===== src/rtl/fetch_pkg.sv =====
// Shared types and constants for the instruction fetch stage.
package fetch_pkg;

    typedef enum logic [1:0] {
        BOOT   = 2'd0,
        FETCH  = 2'd1,
        HALTED = 2'd2
    } fetch_state_t;

    localparam int STATS_WIDTH = 32;

endpackage


===== src/rtl/fetch_unit_sat_counter.sv =====
// Saturating up-counter: increments on inc, holds at all-ones, async active-high reset.
module sat_counter #(
    parameter int WIDTH = 32
) (
    input  logic             clk,
    input  logic             rst,
    input  logic             inc,
    output logic [WIDTH-1:0] count
);

    // NOTE: sequential state uses non-blocking assignments so every flop samples pre-edge values.
    always_ff @(posedge clk or posedge rst) begin
        if (rst) begin
            count <= '0;
        end else if (inc && (count != '1)) begin
            count <= count + 1'b1;
        end
    end

endmodule


===== src/rtl/fetch_unit.sv =====
// Instruction fetch stage: owns the PC, drives program memory, registers one instruction for decode.
// Optional FETCH_STATS_EN adds saturating handshake (fetch_count) and stall (stall_count) counters.
module fetch_unit
    import fetch_pkg::*;
#(
    parameter int                       ADDRESS_WIDTH = 12,
    parameter int                       DATA_WIDTH    = 32,
    parameter logic [ADDRESS_WIDTH-1:0] RESET_PC      = '0
) (
    input  logic                     clk,
    input  logic                     rst,
    output logic [ADDRESS_WIDTH-1:0] mem_addr,
    output logic                     mem_wEn,
    input  logic [DATA_WIDTH-1:0]    mem_dataOut,
    input  logic                     redirect_valid,
    input  logic [ADDRESS_WIDTH-1:0] redirect_pc,
    input  logic                     halt_req,
    output logic [DATA_WIDTH-1:0]    instr,
    output logic [ADDRESS_WIDTH-1:0] instr_pc,
    output logic                     instr_valid,
    input  logic                     instr_ready,
    output logic                     halted
`ifdef FETCH_STATS_EN
    ,
    output logic [STATS_WIDTH-1:0]   fetch_count,
    output logic [STATS_WIDTH-1:0]   stall_count
`endif
);

    fetch_state_t             state_q, state_d;
    logic [ADDRESS_WIDTH-1:0] pc_q, pc_d;
    logic [DATA_WIDTH-1:0]    instr_q, instr_d;
    logic [ADDRESS_WIDTH-1:0] instr_pc_q, instr_pc_d;
    logic                     valid_q, valid_d;

    logic accept;
    logic slot_free;

    assign accept    = valid_q & instr_ready;
    assign slot_free = ~valid_q | instr_ready;

    always_ff @(posedge clk or posedge rst) begin
        if (rst) begin
            state_q    <= BOOT;
            pc_q       <= RESET_PC;
            instr_q    <= '0;
            instr_pc_q <= '0;
            valid_q    <= 1'b0;
        end else begin
            state_q    <= state_d;
            pc_q       <= pc_d;
            instr_q    <= instr_d;
            instr_pc_q <= instr_pc_d;
            valid_q    <= valid_d;
        end
    end

    // NOTE: every always_comb output gets a hold default first, so no path can infer a latch.
    always_comb begin
        state_d    = state_q;
        pc_d       = pc_q;
        instr_d    = instr_q;
        instr_pc_d = instr_pc_q;
        valid_d    = valid_q;

        if (redirect_valid) begin
            // The word read at the old PC and any unaccepted slot word are dropped.
            pc_d    = redirect_pc;
            valid_d = 1'b0;
            state_d = halt_req ? HALTED : FETCH;
        end else begin
            case (state_q)
                BOOT: begin
                    state_d = FETCH;
                    if (accept) valid_d = 1'b0;
                end
                FETCH: begin
                    if (halt_req) begin
                        state_d = HALTED;
                        if (accept) valid_d = 1'b0;
                    end else if (slot_free) begin
                        instr_d    = mem_dataOut;
                        instr_pc_d = pc_q;
                        valid_d    = 1'b1;
                        pc_d       = pc_q + 1'b1;
                    end
                end
                HALTED: begin
                    if (accept) valid_d = 1'b0;
                end
                default: begin
                    state_d = BOOT;
                end
            endcase
        end
    end

    assign mem_addr    = pc_q;
    assign mem_wEn     = 1'b0;
    assign instr       = instr_q;
    assign instr_pc    = instr_pc_q;
    assign instr_valid = valid_q;
    assign halted      = (state_q == HALTED);

`ifdef FETCH_STATS_EN
    sat_counter #(.WIDTH(STATS_WIDTH)) u_fetch_count (
        .clk   (clk),
        .rst   (rst),
        .inc   (accept),
        .count (fetch_count)
    );

    sat_counter #(.WIDTH(STATS_WIDTH)) u_stall_count (
        .clk   (clk),
        .rst   (rst),
        .inc   (valid_q & ~instr_ready),
        .count (stall_count)
    );
`endif

endmodule


===== config.mk =====
export PLATFORM = sky130hd
export DESIGN_NAME = fetch_unit
export DESIGN_NICKNAME = d
export VERILOG_FILES = /design/src/rtl/fetch_pkg.sv /design/src/rtl/fetch_unit_sat_counter.sv /design/src/rtl/fetch_unit.sv
export SDC_FILE = /design/constraint.sdc
export NUM_CORES = 1
export LEC_CHECK = 0
export ABC_AREA = 0
export CAP_MARGIN = 0
export CORE_ASPECT_RATIO = 2
export CORE_UTILIZATION = 38
export CTS_CLUSTER_SIZE = 14
export DETAILED_ROUTE_END_ITERATION = 12
export PLACE_DENSITY = 0.76
export RECOVER_POWER = 25
export SYNTH_ARGS = -nofsm -noshare
export SYNTH_HDL_FRONTEND = slang
export SYNTH_SLANG_ARGS = --single-unit

===== constraint.sdc =====
create_clock -name clk -period 1.8 [get_ports clk]
set_input_delay 0.36 -clock clk [delete_from_list [all_inputs] [get_ports clk]]
set_output_delay 0.36 -clock clk [all_outputs]
set_load 0.02 [all_outputs]

==> flow_metrics.py <==
metrics = {
    "outcome": {
        "run_status": "completed",
    },
    "detailed_routing": {
        "drt_drc_violations_left": 0,
        "routed_wire_length_per_instance_um": 14.7,
        "dr.pass1.iters": 4,
        "routed_wirelength_um": 6080,
        "via_per_inst": 4.80,
        "routed-via-count": 1992,
        "first_iter_violations": 62,
        "ant_nets": 0,
    },
    "worst_setup_path": {
        "critPathMaxFanout": 6,
        "worst-r2r-setup-slack_ns": 0.05,
        "worst_ep_arrival_time_ns": 1.41,
        "worst_path_dominant_cell_family": "buffers and inverters",
        "worst-setup-path-type": "flop to output port",
        "cell_type_of_the_slowest_stage_on_the_worst_timing_path": "sky130_fd_sc_hd__clkdlybuf4s50_1",
        "cp.buffers_inverters": 1,
        "crit_chain": "clkdlybuf4s50_1",
        "critical_path_required_ns": 1.44,
        "setup.worst_path.start_class": "flop",
        "max_stage_delay_ns": 0.64,
        "worst_setup_path_end_kind": "output port",
    },
    "worst_hold_path": {
        "min_path_type": "primary input to flop",
    },
    "place": {
        "detailed_place.area_sq_um": 3830,
        "post_dp_hpwl_um": 4500,
        "port_buffers": 106,
        "dp_cells": 398,
        "globalplace.congestion": 0.815,
    },
    "synth": {
        "synth_seq_cells": 59,
        "seq_area_frac_synth": 0.588,
        "synth.cell_area_sq_um": 2510,
        "synth.net_count": 244,
        "synth-warning-count": 0,
        "synthDistinctLibCells": 37,
        "synthCells": 194,
        "post_synth.cell_area_avg_sq_um": 12.9,
    },
    "pwr": {
        "power.leakage_nw": 1.80,
        "power_density_nw_per_um2": 1300,
        "vdd.ir_drop.worst_mv": 0.818,
    },
    "sta": {
        "worst-slew-pin-transition_ns": 0.813,
        "max_fclk_mhz": 565,
        "finalSetupViolCount": 0,
        "hold_violations": 0,
        "grt_setup_unrepaired": "yes",
        "max_slew_margin": 0.458,
        "finalWorstPathRequiredPeriod_ns": 1.77,
        "drv_slew": 0,
        "finClkSkew_ns": 0.00442,
        "final_min_period_over_clock_period": 0.983,
    },
    "global_route": {
        "global_route_usage_over_all_layers": 0.197,
        "grt_pass1_vias": 2009,
        "wire_length_of_the_first_global_routing_pass_um": 9800,
        "antenna_violations_before_repair": 0,
        "overflow_after_grt": 0,
        "grt_start_max_net_pins": 45,
    },
    "final_layout": {
        "antenna-diode-count": 0,
        "fin_nets": 375,
        "postLayoutCoreUtil": 0.652,
        "drive_gt1_frac": 0.140,
        "post_layout_nonfiller_instances": 415,
        "most-common-layout-cells": "sky130_fd_sc_hd__clkdlybuf4s50_1, sky130_fd_sc_hd__dfrtp_1, sky130_fd_sc_hd__mux2_1, sky130_fd_sc_hd__buf_4, sky130_fd_sc_hd__nand2_1",
        "post-route-cell-area_sq_um": 4150,
        "layout.cells.most_common": "sky130_fd_sc_hd__clkdlybuf4s50_1",
        "area_growth_syn_to_layout_pct": 65.3,
    },
    "clock_network": {
        "clk_lat_worst_skew_ns": 0.33,
        "root_buffer": "sky130_fd_sc_hd__clkbuf_16",
        "clockBufferDepth": 2,
        "tritoncts_num_sinks": 59,
        "clock_tree_from_tritoncts": "built",
        "cts_hold_repair.buffers": 0,
        "clock_input_transition_at_the_sequential_cells_of_the_worst_setup_and_hold_paths_ns": 0.05,
        "cts_inserted_buffers": 9,
        "htree_num_levels": 3,
    },
    "floorplan": {
        "coreArea_sq_um": 6360,
        "die_w_um": 59.5,
        "initial_core_util": 0.395,
        "chip_height_um": 117,
        "die_area_sq_um": 6960,
        "rows": 41,
        "io_pins": 108,
    },
    "flow_run": {
        "number_of_max_capacitance_violations_reported": 0,
    },
}
-- metrics by stage --
step	hold slack (ns)	setup TNS, ns	power (mW)	setup WS, ns
floorplan	0.460	0	2.73	0.000507
global placement	0.467	-12.17	3.71	-0.278
detailed placement	0.474	-13.46	3.76	-0.302
CTS	0.472	0	5.47	0.00418
global route	0.494	-0.0182	5.64	-0.00934
finish	0.446	0	5.39	0.0304
-- worst paths after layout --
| kind | startpoint | endpoint | cells past startpoint |
|---|---|---|---|
| min in group asynchronous | rst | mem_addr[3]$_DFFE_PP0P_ | 3 |
| worst max-delay path | mem_addr[8]$_DFFE_PP0P_ | mem_addr[8] | 1 |
| worst min-delay path | instr_ready | instr_valid$_DFFE_PP0P_ | 4 |
| worst min register to register | instr[5]$_DFFE_PP0P_ | instr[5]$_DFFE_PP0P_ | 1 |
| worst max register to register | state_q[1]$_DFFE_PP0P_ | instr[20]$_DFFE_PP0P_ | 4 |
| max in group asynchronous | rst | instr_pc[10]$_DFFE_PP0P_ | 3 |
-- power by group --
group          switching, mW  internal (mW)
sequential             0.183           1.70
clock                  0.543           1.13
combinational          0.857          0.972
total                   1.58           3.80
-- cells in the mapped netlist --
master / instances / area (sq um)
sky130_fd_sc_hd__nor3_1: 2 / 10.0
sky130_fd_sc_hd__mux2_2: 4 / 45.0
sky130_fd_sc_hd__a21oi_1: 3 / 15.0
sky130_fd_sc_hd__nand4_1: 1 / 6.26
sky130_fd_sc_hd__nor4_4: 1 / 21.3
sky130_fd_sc_hd__xnor2_1: 5 / 43.8
sky130_fd_sc_hd__inv_1: 4 / 15.0
sky130_fd_sc_hd__dfrtp_1: 59 / 1480
sky130_fd_sc_hd__nor2_1: 8 / 30.0
sky130_fd_sc_hd__and3b_1: 1 / 8.76
sky130_fd_sc_hd__nand3b_1: 1 / 7.51
sky130_fd_sc_hd__mux2i_1: 1 / 10.0
sky130_fd_sc_hd__or4_1: 4 / 30.0
sky130_fd_sc_hd__nor4_1: 2 / 12.5
sky130_fd_sc_hd__xor2_1: 1 / 8.76
sky130_fd_sc_hd__and4_1: 1 / 8.76
sky130_fd_sc_hd__conb_1: 1 / 3.75
sky130_fd_sc_hd__or3_4: 1 / 11.3
sky130_fd_sc_hd__nand4b_1: 1 / 8.76
sky130_fd_sc_hd__buf_2: 4 / 20.0
sky130_fd_sc_hd__ha_1: 1 / 12.5
sky130_fd_sc_hd__a21o_1: 1 / 7.51
sky130_fd_sc_hd__o31ai_1: 3 / 22.5
sky130_fd_sc_hd__or3_1: 1 / 6.26
sky130_fd_sc_hd__o211ai_1: 1 / 7.51
sky130_fd_sc_hd__nor4b_1: 1 / 8.76
sky130_fd_sc_hd__o21ai_0: 8 / 40.0
sky130_fd_sc_hd__buf_4: 1 / 7.51
sky130_fd_sc_hd__nand2_1: 14 / 52.6
sky130_fd_sc_hd__and3_1: 1 / 6.26
sky130_fd_sc_hd__nor2b_1: 2 / 12.5
sky130_fd_sc_hd__buf_6: 1 / 11.3
sky130_fd_sc_hd__a31oi_1: 4 / 25.0
sky130_fd_sc_hd__nand3_1: 4 / 20.0
sky130_fd_sc_hd__nand2b_1: 2 / 12.5
sky130_fd_sc_hd__clkbuf_1: 4 / 15.0
sky130_fd_sc_hd__mux2_1: 40 / 450
-- cell type report --
class                      instances  area [sq um]
clock inverter                     2          35.0
clock buffer                      13           260
inverter                           4          18.8
fill                             554          2210
tap                               86           108
multi-input combinational        121           973
sequential                        59          1480
timing repair buffer             130          1280
-- registers in the layout (all words and copies together) (netlist names) --
register / count
instr: 32
instr_pc: 12
mem_addr: 12
state_q: 2
instr_valid: 1
-- what timing repair did --
action                                  in CTS  in global routing
buffers inserted                             1                  1
gates resized for setup                      1                  7
pin swaps                                    0                  4
endpoints found under the setup margin       3                 52
-- layer usage --
layer	wire length (um)	global-route usage	vias to the layer above
li1	-	-	954
met1	2260	0.211	951
met2	3310	0.334	74
met3	320	0.0516	13
met4	200	0.125	0
met5	0	0	-
-- cell families (layout without fill, tap and decap cells) --
family,Yosys count,in the layout,share of synthesized area
multiplexers,45,45,0.201
AND/OR/NAND/NOR,48,48,0.109
flip-flops,59,59,0.588
adder cells (fa/ha/maj),1,1,0.00498
buffers and inverters,14,149,0.0274
AO/OA/AOI/OAI,20,20,0.0468
XOR/XNOR,6,6,0.0209
other,1,1,0.00149
No activity file was read; power rests on OpenSTA's default activity.
